==> src/rtl/router_fsm_ctrl_if.sv <==
// Handshake and status bundle between the 1x3 router control FSM and its neighbours.
// master = surrounding router logic (drives inputs), slave = the control FSM.
interface router_fsm_ctrl_if;
  logic       pkt_valid;
  logic [1:0] data_in;
  logic       fifo_full;
  logic       fifo_empty_0;
  logic       fifo_empty_1;
  logic       fifo_empty_2;
  logic       soft_reset_0;
  logic       soft_reset_1;
  logic       soft_reset_2;
  logic       parity_done;
  logic       low_packet_valid;
  logic       detect_add;
  logic       lfd_state;
  logic       ld_state;
  logic       laf_state;
  logic       full_state;
  logic       rst_int_reg;
  logic       write_enb_reg;
  logic       busy;
  logic [2:0] state_o;
  logic       timeout;

  modport master (
    output pkt_valid, data_in, fifo_full, fifo_empty_0, fifo_empty_1, fifo_empty_2,
           soft_reset_0, soft_reset_1, soft_reset_2, parity_done, low_packet_valid,
    input  detect_add, lfd_state, ld_state, laf_state, full_state, rst_int_reg,
           write_enb_reg, busy, state_o, timeout
  );

  modport slave (
    input  pkt_valid, data_in, fifo_full, fifo_empty_0, fifo_empty_1, fifo_empty_2,
           soft_reset_0, soft_reset_1, soft_reset_2, parity_done, low_packet_valid,
    output detect_add, lfd_state, ld_state, laf_state, full_state, rst_int_reg,
           write_enb_reg, busy, state_o, timeout
  );
endinterface

==> src/rtl/router_fsm_ctrl.sv <==
// Control FSM for the 1x3 router: header decode, payload/parity sequencing, backpressure.
// Define ROUTER_FSM_WATCHDOG_EN to abort WAIT_TILL_EMPTY after WAIT_LIMIT cycles.
module router_fsm_ctrl #(
  parameter int unsigned WAIT_LIMIT   = 30,
  parameter logic [1:0]  ADDR_INVALID = 2'b11
) (
  input logic               clock,
  input logic               resetn,
  router_fsm_ctrl_if.slave  bus
);

  typedef enum logic [2:0] {
    StDa  = 3'd0,
    StLfd = 3'd1,
    StLd  = 3'd2,
    StWte = 3'd3,
    StFfs = 3'd4,
    StLaf = 3'd5,
    StLp  = 3'd6,
    StCpe = 3'd7
  } state_e;

  state_e     state_q, state_d;
  logic [1:0] addr_q, addr_d;
  logic [1:0] addr_chk;
  logic       addr_ok;
  logic       empty_sel;
  logic       soft_sel;
  logic       timeout_d;

  assign addr_ok  = (bus.data_in != ADDR_INVALID);
  // While decoding, the header on data_in has not been latched yet.
  assign addr_chk = (state_q == StDa) ? bus.data_in : addr_q;

  always_comb begin
    empty_sel = 1'b0;
    soft_sel  = 1'b0;
    case (addr_chk)
      2'd0:    empty_sel = bus.fifo_empty_0;
      2'd1:    empty_sel = bus.fifo_empty_1;
      2'd2:    empty_sel = bus.fifo_empty_2;
      default: empty_sel = 1'b0;
    endcase
    case (addr_q)
      2'd0:    soft_sel = bus.soft_reset_0;
      2'd1:    soft_sel = bus.soft_reset_1;
      2'd2:    soft_sel = bus.soft_reset_2;
      default: soft_sel = 1'b0;
    endcase
  end

`ifdef ROUTER_FSM_WATCHDOG_EN
  logic [15:0] cnt_q, cnt_d;
  logic        timeout_q;
  logic        wd_expired;

  assign cnt_d      = (state_q == StWte) ? cnt_q + 16'd1 : 16'd0;
  assign wd_expired = (cnt_q == 16'(WAIT_LIMIT - 1));

  always_ff @(posedge clock or negedge resetn) begin
    if (!resetn) begin
      cnt_q     <= 16'd0;
      timeout_q <= 1'b0;
    end else begin
      cnt_q     <= cnt_d;
      timeout_q <= timeout_d;
    end
  end

  assign bus.timeout = timeout_q;
`else
  logic unused_wait_limit;
  assign unused_wait_limit = ^WAIT_LIMIT;
  assign bus.timeout       = 1'b0;
`endif

  always_comb begin
    state_d   = state_q;
    addr_d    = addr_q;
    timeout_d = 1'b0;
    if (state_q == StDa && bus.pkt_valid && addr_ok) addr_d = bus.data_in;
    unique case (state_q)
      StDa:  if (bus.pkt_valid && addr_ok) state_d = empty_sel ? StLfd : StWte;
      StLfd: state_d = StLd;
      StLd: begin
        if (bus.fifo_full)       state_d = StFfs;
        else if (!bus.pkt_valid) state_d = StLp;
      end
      StFfs: if (!bus.fifo_full) state_d = StLaf;
      StLaf: begin
        if (bus.parity_done)           state_d = StDa;
        else if (bus.low_packet_valid) state_d = StLp;
        else                           state_d = StLd;
      end
      StLp:  state_d = StCpe;
      StCpe: state_d = bus.fifo_full ? StFfs : StDa;
      StWte: begin
        if (empty_sel) state_d = StLfd;
`ifdef ROUTER_FSM_WATCHDOG_EN
        else if (wd_expired) begin
          state_d   = StDa;
          timeout_d = 1'b1;
        end
`endif
      end
      default: state_d = StDa;
    endcase
    // Destination soft reset overrides every transition once a packet is in flight.
    if (state_q != StDa && soft_sel) begin
      state_d   = StDa;
      timeout_d = 1'b0;
    end
  end

  always_ff @(posedge clock or negedge resetn) begin
    if (!resetn) begin
      state_q <= StDa;
      addr_q  <= 2'd0;
    end else begin
      state_q <= state_d;
      addr_q  <= addr_d;
    end
  end

  always_comb begin
    bus.detect_add    = (state_q == StDa);
    bus.lfd_state     = (state_q == StLfd);
    bus.ld_state      = (state_q == StLd);
    bus.laf_state     = (state_q == StLaf);
    bus.full_state    = (state_q == StFfs);
    bus.rst_int_reg   = (state_q == StCpe);
    bus.write_enb_reg = (state_q == StLd) || (state_q == StLaf) || (state_q == StLp);
    bus.busy          = !((state_q == StDa) || (state_q == StLd));
    bus.state_o       = state_q;
  end

endmodule

==> src/flat_wrapper.sv <==
// flat-port wrapper written by rule: the top's interface ports become plain ports
module router_fsm_ctrl_flat 
#(
  parameter int unsigned WAIT_LIMIT   = 30,
  parameter logic [1:0]  ADDR_INVALID = 2'b11
)
  (clock, resetn, bus_pkt_valid, bus_data_in, bus_fifo_full, bus_fifo_empty_0, bus_fifo_empty_1, bus_fifo_empty_2, bus_soft_reset_0, bus_soft_reset_1, bus_soft_reset_2, bus_parity_done, bus_low_packet_valid, bus_detect_add, bus_lfd_state, bus_ld_state, bus_laf_state, bus_full_state, bus_rst_int_reg, bus_write_enb_reg, bus_busy, bus_state_o, bus_timeout);
  router_fsm_ctrl_if bus_i ();
  input logic clock;
  input logic resetn;
  input wire logic [$bits(bus_i.pkt_valid)-1:0] bus_pkt_valid;
  input wire logic [$bits(bus_i.data_in)-1:0] bus_data_in;
  input wire logic [$bits(bus_i.fifo_full)-1:0] bus_fifo_full;
  input wire logic [$bits(bus_i.fifo_empty_0)-1:0] bus_fifo_empty_0;
  input wire logic [$bits(bus_i.fifo_empty_1)-1:0] bus_fifo_empty_1;
  input wire logic [$bits(bus_i.fifo_empty_2)-1:0] bus_fifo_empty_2;
  input wire logic [$bits(bus_i.soft_reset_0)-1:0] bus_soft_reset_0;
  input wire logic [$bits(bus_i.soft_reset_1)-1:0] bus_soft_reset_1;
  input wire logic [$bits(bus_i.soft_reset_2)-1:0] bus_soft_reset_2;
  input wire logic [$bits(bus_i.parity_done)-1:0] bus_parity_done;
  input wire logic [$bits(bus_i.low_packet_valid)-1:0] bus_low_packet_valid;
  output wire logic [$bits(bus_i.detect_add)-1:0] bus_detect_add;
  output wire logic [$bits(bus_i.lfd_state)-1:0] bus_lfd_state;
  output wire logic [$bits(bus_i.ld_state)-1:0] bus_ld_state;
  output wire logic [$bits(bus_i.laf_state)-1:0] bus_laf_state;
  output wire logic [$bits(bus_i.full_state)-1:0] bus_full_state;
  output wire logic [$bits(bus_i.rst_int_reg)-1:0] bus_rst_int_reg;
  output wire logic [$bits(bus_i.write_enb_reg)-1:0] bus_write_enb_reg;
  output wire logic [$bits(bus_i.busy)-1:0] bus_busy;
  output wire logic [$bits(bus_i.state_o)-1:0] bus_state_o;
  output wire logic [$bits(bus_i.timeout)-1:0] bus_timeout;
  assign bus_i.pkt_valid = bus_pkt_valid;
  assign bus_i.data_in = bus_data_in;
  assign bus_i.fifo_full = bus_fifo_full;
  assign bus_i.fifo_empty_0 = bus_fifo_empty_0;
  assign bus_i.fifo_empty_1 = bus_fifo_empty_1;
  assign bus_i.fifo_empty_2 = bus_fifo_empty_2;
  assign bus_i.soft_reset_0 = bus_soft_reset_0;
  assign bus_i.soft_reset_1 = bus_soft_reset_1;
  assign bus_i.soft_reset_2 = bus_soft_reset_2;
  assign bus_i.parity_done = bus_parity_done;
  assign bus_i.low_packet_valid = bus_low_packet_valid;
  assign bus_detect_add = bus_i.detect_add;
  assign bus_lfd_state = bus_i.lfd_state;
  assign bus_ld_state = bus_i.ld_state;
  assign bus_laf_state = bus_i.laf_state;
  assign bus_full_state = bus_i.full_state;
  assign bus_rst_int_reg = bus_i.rst_int_reg;
  assign bus_write_enb_reg = bus_i.write_enb_reg;
  assign bus_busy = bus_i.busy;
  assign bus_state_o = bus_i.state_o;
  assign bus_timeout = bus_i.timeout;
  router_fsm_ctrl #(.WAIT_LIMIT(WAIT_LIMIT), .ADDR_INVALID(ADDR_INVALID)) u_core (.clock(clock), .resetn(resetn), .bus(bus_i));
endmodule
==> config.mk <==
export PLATFORM = sky130hd
export DESIGN_NAME = router_fsm_ctrl_flat
export DESIGN_NICKNAME = d
export VERILOG_FILES = /design/src/rtl/router_fsm_ctrl_if.sv /design/src/rtl/router_fsm_ctrl.sv /design/src/flat_wrapper.sv
export SDC_FILE = /design/constraint.sdc
export NUM_CORES = 1
export LEC_CHECK = 0
export CORE_MARGIN = 2
export CORE_UTILIZATION = 37
export DETAILED_ROUTE_END_ITERATION = 16
export PLACE_DENSITY = 0.76
export SLEW_MARGIN = 40
export SYNTH_ARGS = -nofsm -noshare
export SYNTH_HDL_FRONTEND = slang
export SYNTH_SLANG_ARGS = --single-unit
==> constraint.sdc <==
create_clock -name clock -period 2.2 [get_ports clock]
set_input_delay 0.33 -clock clock [delete_from_list [all_inputs] [get_ports clock]]
set_output_delay 0.33 -clock clock [all_outputs]
set_load 0.1 [all_outputs]
== Word level (Yosys, flattened, before mapping) ==
Cells that the tools add are included.

* Register bits: 5
* Bits of input ports: 14
* Output and inout port bits: 12
* Logic and storage cells: 45

* Equality and inequality tests: 16
* Mux-type cells: 14
* Reduce and logical (&&, ||, !) cells: 13

{| class="wikitable"
|+ Operator list
! operator !! count
|-
| 3-bit two-way mux || 9
|-
| 3-bit one-hot mux with 8 select lines || 1
|-
| 3-bit equality test (second input constant) || 4
|-
| 3-bit by 2-bit equality test with 1-bit output (second input constant) || 2
|-
| 3-bit by 1-bit != test with 1-bit output (second input constant) || 2
|-
| 1-bit one-hot mux with 3 select lines || 2
|-
| 2-bit by 1-bit equality test with 1-bit output (second input constant) || 2
|-
| 2-bit equality test (second input constant) || 2
|-
| 1-bit logical AND || 4
|-
| 2-bit zero test || 2
|-
| 2-bit two-way mux || 2
|-
| 4-bit by 3-bit != test with 1-bit output (second input constant) || 1
|-
| 4-bit AND reduction || 1
|-
| 3-bit by 1-bit equality test with 1-bit output (second input constant) || 1
|-
| 3-bit zero test || 1
|-
| 1-bit logical OR || 3
|-
| 3-bit by 2-bit != test with 1-bit output (second input constant) || 1
|-
| 3-bit nonzero test || 1
|-
| 2-bit != test (second input constant) || 1
|-
| 1-bit zero test || 1
|}

== Logic depth before layout (Yosys ltp) ==
* Depth after elaboration: 8
* Gate-level depth with buffers: 7
* Mapped depth without buffers: 6

== Worst setup path after synthesis ==
Ideal clock, no wire load.

* Path kind: flip-flop to output port
* Start point: reg u_core.state_q[0] (netlist: u_core.bus.state_o[0])
* End point: out bus_write_enb_reg
* Arrival time: 4.416 ns
* Required time: 1.870 ns
* Slack: -2.546 ns
* Cell stages (with the launch flop): 4
* Buffers on the path: 1
* Cells stage by stage: dfrtp_1 -> clkbuf_1 -> nor3b_1 -> or2_1

* Word-level cells in the longest chain between the ends: 3
* Elaborated cells on any way between the ends: 5
* Classes of those cells: eq/ne: 3; reduce/logical: 2

{| class="wikitable"
|+ Ends and longest elaborated chain
! element !! RTL line !! text
|-
| start, declared || router_fsm_ctrl.sv:23 || <nowiki>state_e state_q, state_d;</nowiki>
|-
| start signal, assigned || router_fsm_ctrl.sv:117 || <nowiki>state_q <= StDa;</nowiki>
|-
| start signal, assigned || router_fsm_ctrl.sv:120 || <nowiki>state_q <= state_d;</nowiki>
|-
| 3-bit equality test || - ||
|-
| via bus_laf_state || flat_wrapper.sv:25 || <nowiki>output wire logic [$bits(bus_i.laf_state)-1:0] bus_laf_state;</nowiki>
|-
| 1-bit logical OR (2 in a row) || router_fsm_ctrl.sv:132 || <nowiki>bus.write_enb_reg = (state_q == StLd) || (state_q == StLaf) || (state_q == StLp);</nowiki>
|-
| end, declared || flat_wrapper.sv:28 || <nowiki>output wire logic [$bits(bus_i.write_enb_reg)-1:0] bus_write_enb_reg;</nowiki>
|}

The timed path passes the listed nets, and every way through them passes these cells.

== Worst setup path in the final report ==
* Start point: reg u_core.state_q[0] (netlist: u_core.bus.state_o[0])
* End point: reg u_core.state_q[1] (netlist: u_core.bus.state_o[1])

* Word-level cells in the longest chain between the ends: 8
* Elaborated cells on any way between the ends: 24
* Classes of those cells: eq/ne: 13; mux: 6; reduce/logical: 5

{| class="wikitable"
|+ Ends and longest elaborated chain
! element !! RTL line !! text
|-
| 3-bit zero test || router_fsm_ctrl.sv:33, router_fsm_ctrl.sv:82 ||
|-
| 2-bit two-way mux || router_fsm_ctrl.sv:33 || <nowiki>assign addr_chk = (state_q == StDa) ? bus.data_in : addr_q;</nowiki>
|-
| 2-bit equality test (tied with other cells) || router_fsm_ctrl.sv:38 || <nowiki>case (addr_chk)</nowiki>
|-
| 1-bit one-hot mux with 3 select lines || router_fsm_ctrl.sv:38 ||
|-
| 2-bit two-way mux || router_fsm_ctrl.sv:83 || <nowiki>StDa: if (bus.pkt_valid && addr_ok) state_d = empty_sel ? StLfd : StWte;</nowiki>
|-
| 3-bit two-way mux || router_fsm_ctrl.sv:83 ||
|-
| 3-bit one-hot mux with 8 select lines || router_fsm_ctrl.sv:82 || <nowiki>unique case (state_q)</nowiki>
|-
| 3-bit two-way mux || router_fsm_ctrl.sv:109 || <nowiki>if (state_q != StDa && soft_sel) begin</nowiki>
|}

Parallel ways exist; a longest one is shown, timed or not. The select of a mux whose other input is x is not followed.
A chain may end at the register's enable or synchronous reset.

==> impl_metrics.py <==
metrics = {
    "critical_path": {
        "crit_path_launch_type": "flip-flop",
        "critPathArrivalTime_ns": 2.07,
        "worst-endpoint-required_ns": 2.34,
        "critical_path.max_fanout": 14,
        "worst_setup_path_end_kind": "flip-flop",
        "critical_path_class": "flip-flop to flip-flop",
    },
    "cts": {
        "maximum_clock_path_buffer_count": 2,
        "cts_num_sinks": 5,
        "clk_pin_slew_worst_paths_ns": 0.04,
        "cts_made_buffers": 3,
        "clock_insertion_delay_worst_skew_ns": 0.23,
        "post-cts-setup-buffer-count": 0,
        "cts_resized": 0,
        "cts_htree_levels": 1,
        "cts_tree": "built",
        "hold_buffers": 0,
        "clock_tree.root_cell": "clkbuf_4",
    },
    "run_status": {
        "status": "finished clean",
    },
    "layout": {
        "mostFrequentLayoutCell": "clkdlybuf4s50_1",
        "drive_gt1_share_pct": 27.9,
        "final_nets": 101,
        "layout-area-overhead-vs-synth_pct": 69.9,
        "final_cell_count_no_fill": 101,
        "antennaDiodeCount": 0,
        "utilization_pct": 65.2,
        "final_cell_mix": "clkdlybuf4s50_1, a21oi_1, buf_12",
    },
    "timing": {
        "final_hold_viol_count": 0,
        "rsz0062_at_grt": "false",
        "post-route-period-util_pct": 87.7,
        "worst_setup_slack_final_ns": 0.271,
        "final-setup-viol-count": 0,
        "clock.fmax_ghz": 0.518,
        "holdWs_ns": 0.319,
        "timing.clock.skew_ns": 0.000443,
        "final.min_clock_period_ns": 1.93,
        "finalMaxSlewViolations": 0,
    },
    "yosys": {
        "postSynthCellCount": 62,
        "synthMuxAreaShare_pct": 8.23,
        "syn-cell-area_sq_um": 487,
        "yosysUniqueCellTypes": 32,
        "post_synthesis_share_of_cell_area_spent_on_and_or_nand_and_nor_gates_pct": 29.0,
        "syn-mean-instance-area_sq_um": 7.85,
        "postSynthRegisterBits": 5,
        "post_synth_fa_ha_maj_area_fraction_pct": 0,
        "compound_gate_fraction_of_synth_area_pct": 27.2,
        "synth-seq-area-share_pct": 25.7,
        "combinational_family_with_the_most_area_after_synthesis": "simple AND/OR/NAND/NOR gates",
        "synth_fp_nets": 76,
        "yosys_warnings": 0,
        "post_synth_xor_area_fraction_pct": 0,
    },
    "placement": {
        "dpl.hpwl_microns": 1020,
        "gpl.final_weighted_congestion": 0.780,
        "post-place-ws_ns": 0.281,
        "port_buffers": 24,
        "cell_count_after_placement": 97,
    },
    "drt": {
        "vias": 548,
        "drt_pass1_iterations": 4,
        "routed_wl_microns": 1240,
        "wl_per_cell_microns": 12.3,
        "drc": 0,
        "detail-route-antenna-nets": 0,
        "viasPerCell": 5.43,
        "detail_route.iter0.violations": 17,
    },
    "global_routing": {
        "globalRoute.totalOverflow": 0,
        "grt_first_pass_wirelength_microns": 1900,
        "grt_antenna_before_repair": 0,
        "grt.total_usage_pct": 18.3,
        "grt_pass1_vias": 451,
        "grt_max_degree": 15,
    },
    "flow_run": {
        "maxCapViolCount": 0,
    },
    "die": {
        "placeableCoreArea_sq_um": 1270,
        "die_h_microns": 40.3,
        "floorplan.io_pins": 26,
        "start_util_pct": 38.4,
        "die-area_sq_um": 1620,
        "placement_rows": 13,
        "dieWidth_microns": 40.3,
    },
    "min_path": {
        "min_path_type": "input port to asynchronous set/reset pin",
    },
}
-- synthesized netlist by cell type --
cell type  number  share of area (%)
a21oi_1         7                7.2
dfrtp_1         5                 26
nand2_1         5                3.9
nor2_1          5                3.9
mux2i_1         4                8.2
and2_1          3                3.9
o22ai_1         3                3.9
a22oi_1         2                3.1
a31oi_1         2                2.6
inv_1           2                1.5
nor2b_1         2                2.6
or2_1           2                2.6
a211oi_2        1                2.6
a2bb2oi_1       1                1.8
and3_1          1                1.3
buf_2           1                1.0
buf_4           1                1.5
buf_6           1                2.3
clkbuf_1        1               0.77
clkinv_4        1                1.8
conb_1          1               0.77
nand2b_1        1                1.3
nand3_1         1                1.0
nand3b_1        1                1.5
nand4bb_1       1                2.3
nor3_1          1                1.0
nor3b_1         1                1.5
o211ai_1        1                1.5
o21ai_0         1                1.0
o22a_1          1                1.8
o2bb2ai_1       1                1.8
or3_4           1                2.3
-- routing by layer --
metal  wire length [microns]  vias up  track usage, %  part of all wire, %
met5                       0        -               0                    0
met1                     536      242            23.9                   43
met3                      99        4            3.33                  8.0
met2                     592       29            26.2                   48
met4                      12        0            14.2                 0.97
li1                        -      273               -                    -
-- kinds of logic after synthesis --
| family | after synthesis |
|---|---|
| mux | 4 |
| buf+inv | 7 |
| simple gates | 25 |
| flops | 5 |
| other cells | 1 |
| compound gates | 20 |
-- layout make-up --
| cell class | instances | area (sq um) |
|---|---|---|
| clock buffer | 4 | 26.3 |
| fill | 101 | 442 |
| inverter | 3 | 16.3 |
| multi-input combinational | 50 | 344 |
| sequential | 5 | 134 |
| tap | 15 | 18.8 |
| timing repair buffer | 24 | 288 |
-- worst max-delay path, stage by stage (launching register included) --
cell and delay [ns]:
dfrtp_4 0.54, or3_4 0.45, clkinv_4 0.09, mux2i_1 0.21, mux2i_1 0.21, o22ai_1 0.11, a211oi_2 0.22
-- worst paths after layout --
check / startpoint / endpoint / slack [ns] / cells after the start
max: u_core.bus.state_o[0] / u_core.bus.state_o[1] / 0.27 / 6
min: resetn / u_core.bus.state_o[0] / 0.32 / 1
min reg2reg: u_core.addr_q[1] / u_core.addr_q[1] / 0.60 / 1
min in group clock: u_core.addr_q[1] / u_core.addr_q[1] / 0.60 / 1
max reg2reg: u_core.bus.state_o[0] / u_core.bus.state_o[1] / 0.27 / 6
max in group asynchronous: resetn / u_core.bus.state_o[0] / 1.67 / 1
-- registers in the layout, indices dropped and copies added (netlist names) --
name / flops
u_core.addr_q: 2
u_core.bus.state_o: 3
-- stage by stage --
stage,TNS (ns),instance area (sq um)
finish,0,827
global route,0,827
CTS,0,827
detailed placement,0,801
global placement,0,801
floorplan,-0.370,523
Power is not shown: default switching activity piles up to over one toggle a cycle in this logic, so the estimate is an artifact.
